<file path="src/rtl/sonic_tx_st_pkg.sv">
// Shared types and default parameters for the SONIC TX streaming adapter.
// Contents:
//   DATA_W_DEF / DEPTH_DEF / RDY_LAT_DEF : default parameter values
//   tx_beat_t                            : one buffered beat at the default data width
//   frame_state_t                        : input framing checker states
package sonic_tx_st_pkg;

    localparam int unsigned DATA_W_DEF  = 128;
    localparam int unsigned DEPTH_DEF   = 4;
    localparam int unsigned RDY_LAT_DEF = 2;

    typedef struct packed {
        logic [DATA_W_DEF-1:0] data;
        logic                  sop;
        logic                  eop;
        logic                  empty;
        logic                  err;
    } tx_beat_t;

    typedef enum logic {
        IDLE   = 1'b0,
        IN_PKT = 1'b1
    } frame_state_t;

endpackage

</file>
<file path="src/rtl/sonic_tx_st_adapter_if.sv">
// Bus bundle between the streaming application port and the hard-IP TX port.
// Modports:
//   master : the adapter (consumes in_*, tx_st_ready0; drives in_ready, tx_st_*, status)
//   slave  : the environment around the adapter
// Signals:
//   in_data/in_sop/in_eop/in_empty/in_valid, in_ready       : upstream beat handshake
//   tx_st_data0/sop0/eop0/empty0/err0/valid0, tx_st_ready0  : hard-IP Avalon-ST TX
//   fifo_level, frame_err                                   : status
interface sonic_tx_st_adapter_if
    import sonic_tx_st_pkg::*;
#(
    parameter int unsigned DATA_W = DATA_W_DEF,
    parameter int unsigned DEPTH  = DEPTH_DEF
);
    localparam int unsigned LVL_W = $clog2(DEPTH + 1);

    logic [DATA_W-1:0] in_data;
    logic              in_sop;
    logic              in_eop;
    logic              in_empty;
    logic              in_valid;
    logic              in_ready;

    logic [DATA_W-1:0] tx_st_data0;
    logic              tx_st_sop0;
    logic              tx_st_eop0;
    logic              tx_st_empty0;
    logic              tx_st_err0;
    logic              tx_st_valid0;
    logic              tx_st_ready0;

    logic [LVL_W-1:0]  fifo_level;
    logic              frame_err;

    modport master (
        input  in_data, in_sop, in_eop, in_empty, in_valid, tx_st_ready0,
        output in_ready, tx_st_data0, tx_st_sop0, tx_st_eop0, tx_st_empty0,
               tx_st_err0, tx_st_valid0, fifo_level, frame_err
    );

    modport slave (
        output in_data, in_sop, in_eop, in_empty, in_valid, tx_st_ready0,
        input  in_ready, tx_st_data0, tx_st_sop0, tx_st_eop0, tx_st_empty0,
               tx_st_err0, tx_st_valid0, fifo_level, frame_err
    );

endinterface

</file>
<file path="src/rtl/sonic_sync_fifo.sv">
// Generic synchronous FIFO with show-ahead head (rdata_o is the oldest entry).
// Ports:
//   clk_i, rst_i      : clock, asynchronous active-high reset
//   push_i, wdata_i   : write request and data (ignored when full)
//   pop_i             : consume head (ignored when empty)
//   rdata_o           : current head entry
//   count_o           : number of stored entries
//   full_o, empty_o   : registered occupancy flags
module sonic_sync_fifo #(
    parameter int unsigned WIDTH = 8,
    parameter int unsigned DEPTH = 4
) (
    input  logic                       clk_i,
    input  logic                       rst_i,
    input  logic                       push_i,
    input  logic [WIDTH-1:0]           wdata_i,
    input  logic                       pop_i,
    output logic [WIDTH-1:0]           rdata_o,
    output logic [$clog2(DEPTH+1)-1:0] count_o,
    output logic                       full_o,
    output logic                       empty_o
);
    localparam int unsigned PTR_W = (DEPTH > 1) ? $clog2(DEPTH) : 1;
    localparam int unsigned CNT_W = $clog2(DEPTH + 1);

    logic [WIDTH-1:0] mem_q [DEPTH];
    logic [PTR_W-1:0] wr_ptr_q, wr_ptr_d;
    logic [PTR_W-1:0] rd_ptr_q, rd_ptr_d;
    logic [CNT_W-1:0] count_q, count_d;
    logic             full_q, empty_q;
    logic             do_push_c, do_pop_c;

    // Pointers wrap explicitly so DEPTH need not be a power of two.
    function automatic logic [PTR_W-1:0] ptr_inc(input logic [PTR_W-1:0] p);
        ptr_inc = (p == PTR_W'(DEPTH - 1)) ? '0 : p + PTR_W'(1);
    endfunction

    // Next pointer/count; simultaneous push and pop leave the count unchanged.
    always_comb begin
        do_push_c = push_i && !full_q;
        do_pop_c  = pop_i && !empty_q;
        wr_ptr_d  = do_push_c ? ptr_inc(wr_ptr_q) : wr_ptr_q;
        rd_ptr_d  = do_pop_c  ? ptr_inc(rd_ptr_q) : rd_ptr_q;
        count_d   = count_q;
        case ({do_push_c, do_pop_c})
            2'b10:   count_d = count_q + CNT_W'(1);
            2'b01:   count_d = count_q - CNT_W'(1);
            default: count_d = count_q;
        endcase
    end

    // Pointer, count and flag registers.
    always_ff @(posedge clk_i or posedge rst_i) begin
        if (rst_i) begin
            wr_ptr_q <= '0;
            rd_ptr_q <= '0;
            count_q  <= '0;
            full_q   <= 1'b0;
            empty_q  <= 1'b1;
        end else begin
            wr_ptr_q <= wr_ptr_d;
            rd_ptr_q <= rd_ptr_d;
            count_q  <= count_d;
            full_q   <= (count_d == CNT_W'(DEPTH));
            empty_q  <= (count_d == '0);
        end
    end

    // Storage needs no reset: entries are only visible through valid pointers.
    always_ff @(posedge clk_i) begin
        if (do_push_c) begin
            mem_q[wr_ptr_q] <= wdata_i;
        end
    end

    assign rdata_o = mem_q[rd_ptr_q];
    assign count_o = count_q;
    assign full_o  = full_q;
    assign empty_o = empty_q;

endmodule

</file>
<file path="src/rtl/sonic_tx_st_adapter.sv">
// Adapts a zero-ready-latency streaming source to the hard-IP Avalon-ST TX port,
// which honours tx_st_ready0 with a fixed latency of RDY_LAT cycles.
// Ports:
//   clk_in : sole clock (rising edge)
//   rst    : asynchronous active-high reset
//   bus    : sonic_tx_st_adapter_if.master (upstream beats, hard-IP TX, fifo_level, frame_err)
// Parameters: DATA_W, DEPTH (>= RDY_LAT+2), RDY_LAT (1..4).
// Optional build macro SONIC_TX_FRAME_CHECK_EN adds the input framing checker
// driving tx_st_err0 and frame_err; without it both are tied to 0.
module sonic_tx_st_adapter
    import sonic_tx_st_pkg::*;
#(
    parameter int unsigned DATA_W  = DATA_W_DEF,
    parameter int unsigned DEPTH   = DEPTH_DEF,
    parameter int unsigned RDY_LAT = RDY_LAT_DEF
) (
    input  logic                 clk_in,
    input  logic                 rst,
    sonic_tx_st_adapter_if.master bus
);
    localparam int unsigned LVL_W = $clog2(DEPTH + 1);
    localparam int unsigned SR_W  = (RDY_LAT > 1) ? RDY_LAT - 1 : 1;

    typedef struct packed {
        logic [DATA_W-1:0] data;
        logic              sop;
        logic              eop;
        logic              empty;
        logic              err;
    } beat_t;

    localparam int unsigned BEAT_W = $bits(beat_t);

    logic             accept_c;
    logic             issue_ok_c;
    logic             pop_c;
    logic             err_c;
    logic             fifo_full;
    logic             fifo_empty;
    logic [LVL_W-1:0] fifo_level;
    beat_t            wr_beat_c;
    beat_t            head;
    logic             tx_valid_q;
    beat_t            tx_beat_q;

    assign accept_c = bus.in_valid && !fifo_full;

    // Beat as captured into the buffer, with its framing-error tag.
    always_comb begin
        wr_beat_c       = '0;
        wr_beat_c.data  = bus.in_data;
        wr_beat_c.sop   = bus.in_sop;
        wr_beat_c.eop   = bus.in_eop;
        wr_beat_c.empty = bus.in_empty;
        wr_beat_c.err   = err_c;
    end

    sonic_sync_fifo #(
        .WIDTH (BEAT_W),
        .DEPTH (DEPTH)
    ) u_fifo (
        .clk_i   (clk_in),
        .rst_i   (rst),
        .push_i  (accept_c),
        .wdata_i (wr_beat_c),
        .pop_i   (pop_c),
        .rdata_o (head),
        .count_o (fifo_level),
        .full_o  (fifo_full),
        .empty_o (fifo_empty)
    );

    // Ready delay: RDY_LAT-1 flops here plus the output register give RDY_LAT total.
    if (RDY_LAT == 1) begin : g_no_sr
        assign issue_ok_c = bus.tx_st_ready0;
    end else begin : g_sr
        logic [SR_W-1:0] rdy_sr_q;
        always_ff @(posedge clk_in or posedge rst) begin
            if (rst) begin
                rdy_sr_q <= '0;
            end else begin
                rdy_sr_q <= (rdy_sr_q << 1) | SR_W'(bus.tx_st_ready0);
            end
        end
        assign issue_ok_c = rdy_sr_q[SR_W-1];
    end

    assign pop_c = issue_ok_c && !fifo_empty;

    // Output stage: data holds its last value when nothing is issued.
    always_ff @(posedge clk_in or posedge rst) begin
        if (rst) begin
            tx_valid_q <= 1'b0;
            tx_beat_q  <= '0;
        end else begin
            tx_valid_q <= pop_c;
            if (pop_c) begin
                tx_beat_q <= head;
            end
        end
    end

`ifdef SONIC_TX_FRAME_CHECK_EN
    frame_state_t state_q, state_d;
    logic         viol_c;
    logic         frame_err_q;

    // Framing state register.
    always_ff @(posedge clk_in or posedge rst) begin
        if (rst) begin
            state_q <= IDLE;
        end else begin
            state_q <= state_d;
        end
    end

    // Framing next state; only accepted beats advance it.
    always_comb begin
        state_d = state_q;
        if (accept_c) begin
            case (state_q)
                IDLE:    if (bus.in_sop && !bus.in_eop) state_d = IN_PKT;
                IN_PKT:  if (bus.in_eop) state_d = IDLE;
                default: state_d = IDLE;
            endcase
        end
    end

    // Violation: sop inside a packet, or a non-sop beat outside one.
    always_comb begin
        viol_c = 1'b0;
        if (accept_c) begin
            case (state_q)
                IDLE:    viol_c = !bus.in_sop;
                IN_PKT:  viol_c = bus.in_sop;
                default: viol_c = 1'b0;
            endcase
        end
    end

    // Sticky until reset.
    always_ff @(posedge clk_in or posedge rst) begin
        if (rst) begin
            frame_err_q <= 1'b0;
        end else if (viol_c) begin
            frame_err_q <= 1'b1;
        end
    end

    assign err_c         = viol_c;
    assign bus.frame_err = frame_err_q;
`else
    assign err_c         = 1'b0;
    assign bus.frame_err = 1'b0;
`endif

    assign bus.in_ready     = !fifo_full;
    assign bus.fifo_level   = fifo_level;
    assign bus.tx_st_valid0 = tx_valid_q;
    assign bus.tx_st_data0  = tx_beat_q.data;
    assign bus.tx_st_sop0   = tx_beat_q.sop;
    assign bus.tx_st_eop0   = tx_beat_q.eop;
    assign bus.tx_st_empty0 = tx_beat_q.empty;
    assign bus.tx_st_err0   = tx_beat_q.err;

endmodule

</file>
<file path="src/flat_wrapper.sv">
// flat-port wrapper written by rule: the top's interface ports become plain ports
module sonic_tx_st_adapter_flat import sonic_tx_st_pkg::*;
#(
    parameter int unsigned DATA_W  = DATA_W_DEF,
    parameter int unsigned DEPTH   = DEPTH_DEF,
    parameter int unsigned RDY_LAT = RDY_LAT_DEF
)
  (clk_in, rst, bus_in_data, bus_in_sop, bus_in_eop, bus_in_empty, bus_in_valid, bus_tx_st_ready0, bus_in_ready, bus_tx_st_data0, bus_tx_st_sop0, bus_tx_st_eop0, bus_tx_st_empty0, bus_tx_st_err0, bus_tx_st_valid0, bus_fifo_level, bus_frame_err);
  sonic_tx_st_adapter_if #(.DATA_W(DATA_W), .DEPTH(DEPTH)) bus_i ();
  input  logic clk_in;
  input  logic rst;
  input wire logic [$bits(bus_i.in_data)-1:0] bus_in_data;
  input wire logic [$bits(bus_i.in_sop)-1:0] bus_in_sop;
  input wire logic [$bits(bus_i.in_eop)-1:0] bus_in_eop;
  input wire logic [$bits(bus_i.in_empty)-1:0] bus_in_empty;
  input wire logic [$bits(bus_i.in_valid)-1:0] bus_in_valid;
  input wire logic [$bits(bus_i.tx_st_ready0)-1:0] bus_tx_st_ready0;
  output wire logic [$bits(bus_i.in_ready)-1:0] bus_in_ready;
  output wire logic [$bits(bus_i.tx_st_data0)-1:0] bus_tx_st_data0;
  output wire logic [$bits(bus_i.tx_st_sop0)-1:0] bus_tx_st_sop0;
  output wire logic [$bits(bus_i.tx_st_eop0)-1:0] bus_tx_st_eop0;
  output wire logic [$bits(bus_i.tx_st_empty0)-1:0] bus_tx_st_empty0;
  output wire logic [$bits(bus_i.tx_st_err0)-1:0] bus_tx_st_err0;
  output wire logic [$bits(bus_i.tx_st_valid0)-1:0] bus_tx_st_valid0;
  output wire logic [$bits(bus_i.fifo_level)-1:0] bus_fifo_level;
  output wire logic [$bits(bus_i.frame_err)-1:0] bus_frame_err;
  assign bus_i.in_data = bus_in_data;
  assign bus_i.in_sop = bus_in_sop;
  assign bus_i.in_eop = bus_in_eop;
  assign bus_i.in_empty = bus_in_empty;
  assign bus_i.in_valid = bus_in_valid;
  assign bus_i.tx_st_ready0 = bus_tx_st_ready0;
  assign bus_in_ready = bus_i.in_ready;
  assign bus_tx_st_data0 = bus_i.tx_st_data0;
  assign bus_tx_st_sop0 = bus_i.tx_st_sop0;
  assign bus_tx_st_eop0 = bus_i.tx_st_eop0;
  assign bus_tx_st_empty0 = bus_i.tx_st_empty0;
  assign bus_tx_st_err0 = bus_i.tx_st_err0;
  assign bus_tx_st_valid0 = bus_i.tx_st_valid0;
  assign bus_fifo_level = bus_i.fifo_level;
  assign bus_frame_err = bus_i.frame_err;
  sonic_tx_st_adapter #(.DATA_W(DATA_W), .DEPTH(DEPTH), .RDY_LAT(RDY_LAT)) u_core (.clk_in(clk_in), .rst(rst), .bus(bus_i));
endmodule
</file>
<file path="config.mk">
export PLATFORM = sky130hd
export DESIGN_NAME = sonic_tx_st_adapter_flat
export DESIGN_NICKNAME = d
export VERILOG_FILES = /design/src/rtl/sonic_tx_st_pkg.sv /design/src/rtl/sonic_tx_st_adapter_if.sv /design/src/rtl/sonic_sync_fifo.sv /design/src/rtl/sonic_tx_st_adapter.sv /design/src/flat_wrapper.sv
export SDC_FILE = /design/constraint.sdc
export NUM_CORES = 1
export LEC_CHECK = 0
export ABC_AREA = 1
export CAP_MARGIN = 10
export CORE_MARGIN = 2
export CORE_UTILIZATION = 45
export DETAILED_ROUTE_END_ITERATION = 16
export PLACE_DENSITY = 0.65
export SLEW_MARGIN = 30
export SYNTH_ARGS = -nofsm -noshare
export SYNTH_HDL_FRONTEND = slang
export SYNTH_SLANG_ARGS = --single-unit
</file>
<file path="constraint.sdc">
create_clock -name clk_in -period 18.7 [get_ports clk_in]
set_input_delay 3.74 -clock clk_in [delete_from_list [all_inputs] [get_ports clk_in]]
set_output_delay 3.74 -clock clk_in [all_outputs]
set_load 0.02 [all_outputs]
</file>
==> results.json <==
{
  "insertion_delay_ns": 0.60,
  "fmax_mhz": 152.2,
  "finalHoldViolations": 0,
  "cp.arrival_ns": 6.78,
  "die_w_um": 250.6,
  "rsz0062_at_grt": "false",
  "status": "finished clean",
  "grt_pass1_vias": 17829,
  "yosysWarnings": 0,
  "synthSimpleGateAreaFrac": 0.1947,
  "drv_cap": 0,
  "synth-compound-area-share": 0.001097,
  "cts.sinks": 666,
  "synth-adder-area-share": 0.003474,
  "fin_crit_sh": 0.3515,
  "start_kind": "input pin",
  "synth.cell_area_sq_um": 27370,
  "hold_class": "flop to flop",
  "root_buffer": "clkbuf_16",
  "drc": 0,
  "grt_use_total": 0.2026,
  "initial_core_util": 0.4544,
  "worst_slew_pin_slew_ns": 0.9663,
  "gr-usage-met3": 0.03689,
  "synth_area_leaders": "edfxtp_1, nand2_1, dfrtp_1, inv_1, nand3_1",
  "hold_slack_ns": 0.4757,
  "worstPathRequired_ns": 18.91,
  "yosysSeqAreaShare": 0.7047,
  "dp.cells": 3626,
  "finalMaxSlewViolations": 0,
  "ant_nets": 0,
  "clk_pin_slew_worst_paths_ns": 0.06,
  "wl_per_cell_um": 16.90,
  "grt.met1_usage": 0.2576,
  "yosysUniqueCellTypes": 21,
  "final_nets": 3057,
  "wl_um": 63420,
  "gr-usage-met2": 0.3468,
  "fin_skew_ns": 0.01979,
  "htree_levels": 3,
  "num_vias": 17948,
  "drtIter0Drc": 1227,
  "path_max_fanout": 62,
  "layout_min_cycle_time_ns": 6.572,
  "synthMuxAreaShare": 0,
  "die_h_um": 250.6,
  "synth_seq_cells": 666,
  "cp-end-kind": "flop",
  "ir_worst_vdd_mv": 0.1289,
  "setup_violations": 0,
  "hold_depth": 2,
  "grt_pass1_wl_um": 97890,
  "power.density_nw_per_um2": 158.6,
  "drtPass1Iterations": 5,
  "synthXorXnorAreaFrac": 0.0003200,
  "io_buffers": 270,
  "viasPerCell": 4.782,
  "drive_gt1_frac": 0.04549,
  "synth_cells": 2674,
  "async_flop_share": 0.2132,
  "layout_common_cells": "nand2_1, inv_1, edfxtp_1",
  "max_stage_delay_ns": 0.79,
  "area_delta_synth_final_pct": 20.60,
  "grt_overflow_total": 0,
  "yosysTopAreaCellShare": 0.5748,
  "cts_buffers": 69,
  "relSlewSlack": 0.3558,
  "grt_max_degree": 156,
  "rr_worst_depth": 5,
  "num_rows": 90,
  "dp_hpwl_um": 36160,
  "clockBufferDepth": 3,
  "hold_start": "u_core.bus.tx_st_data0[4]",
  "synth_top_family_by_area": "simple AND/OR/NAND/NOR gates",
  "core_region_area_sq_um": 60250,
  "setup_tns_ns": 0,
  "synth_ff_type": "edfxtp_1",
  "synth_area_leader_cell": "edfxtp_1",
  "cts_tree": "yes",
  "crit_chain": "clkdlybuf4s50_1, nand2_1, nor2_4, buf_4, buf_6",
  "layout_commonest_cell": "nand2_1",
  "postCtsSetupRepairBufs": 0,
  "holdBufCountCts": 0,
  "die_area_sq_um": 62820,
  "routabilityCongestion": 0.7897,
  "rr_endpoint": "u_core.u_fifo.mem_q[3][10]",
  "num_io_pins": 273,
  "synth_edf_count": 524,
  "r2r_setup_slack_ns": 15.28,
  "top_usage_layer": "met2",
  "min_to": "u_core.bus.tx_st_data0[4]",
  "cp_slowest_cell": "nor2_4",
  "leakage_uw": 0.01515,
  "r2r_start": "u_core.u_fifo.full_o",
  "post_cts_resized": 0,
  "antenna_found_initial": 9,
  "path_class": "input pin to flop",
  "synth.avg_cell_area_sq_um": 10.24,
  "fin_cells": 3753
}
==> registers in the layout, summed over array words and instances, names as in the netlist, 2 cells and up <==
signal                  cells
u_core.u_fifo.count_o       3
u_core.u_fifo.wr_ptr_q      2
u_core.u_fifo.rd_ptr_q      2
u_core.bus.tx_st_data0    128
u_core.u_fifo.mem_q       524
==> through the flow <==
step / utilization / power [uW] / setup slack [ns] / instance area [sq um]
floorplan: - / 3271 / 8.758 / 27380
CTS: 0.5477 / 5296 / 12.09 / 33000
global placement: 0.5092 / 3870 / 11.23 / 30680
global route: 0.5480 / 5557 / 11.95 / 33010
finish: 0.5480 / 5237 / 12.13 / 33010
detailed placement: 0.5097 / 3912 / 11.45 / 30710
==> logic make-up (layout without fill, tap and decap cells) <==
group / after synthesis / in the layout
DFF: 666 / 666
and+or+nand+nor: 1331 / 1331
adders and majority gates: 7 / 7
buffers and inverters: 662 / 955
other: 1 / 5
xor gates and xnor gates: 1 / 1
AOI/OAI and AO/OA: 6 / 6
==> Yosys cell counts (2+ instances only) <==
library cell and number:
ha_1 6, buf_4 10, inv_2 2, nand3_1 264
o21ai_0 5, clkbuf_1 31, buf_2 70, nand2_1 1058
edfxtp_1 524, nor2_1 8, dfrtp_1 141, inv_1 541
buf_1 6
==> power by group <==
group	switching, uW	leakage, uW	internal, uW
registers	183	0.00654	1990
logic	1100	0.00749	587
clock network	551	0.00112	820
total	1840	0.0151	3400
==> critical path: cells and delay by family <==
family | cells | cell delay (ns)
buffers and inverters | 3 | 1.85
and+or+nand+nor | 2 | 1.10
==> cell type report <==
cell class / count / area (sq um)
Antenna cell: 3 / 7.507
Clock buffer: 100 / 2058
Clock inverter: 24 / 232.7
Fill cell: 5034 / 27230
Inverter: 544 / 2062
Multi-Input combinational cell: 1347 / 5508
Sequential cell: 666 / 19300
Tap cell: 782 / 978.4
Timing Repair Buffer: 287 / 2868
==> worst max path at each step <==
stage	from	to	slack, ns	depth (start not counted)
4_1_cts	bus_in_valid	u_core.u_fifo.mem_q[3][10]	12.09	5
3_3_place_gp	bus_in_valid	u_core.u_fifo.mem_q[3][82]	11.23	5
3_5_place_dp	bus_in_valid	u_core.u_fifo.mem_q[3][113]	11.45	5
2_1_floorplan	bus_in_valid	u_core.u_fifo.mem_q[0][0]	8.76	2
5_1_grt	bus_in_valid	u_core.u_fifo.mem_q[3][10]	11.95	5
6_report	bus_in_valid	u_core.u_fifo.mem_q[3][10]	12.13	5
==> layer usage <==
metal	share of wire	vias up
met2	0.49	420
met5	0.0012	-
met4	0.028	12
met3	0.053	115
met1	0.42	8648
li1	-	8753
Power figures use the tool's default switching activity.
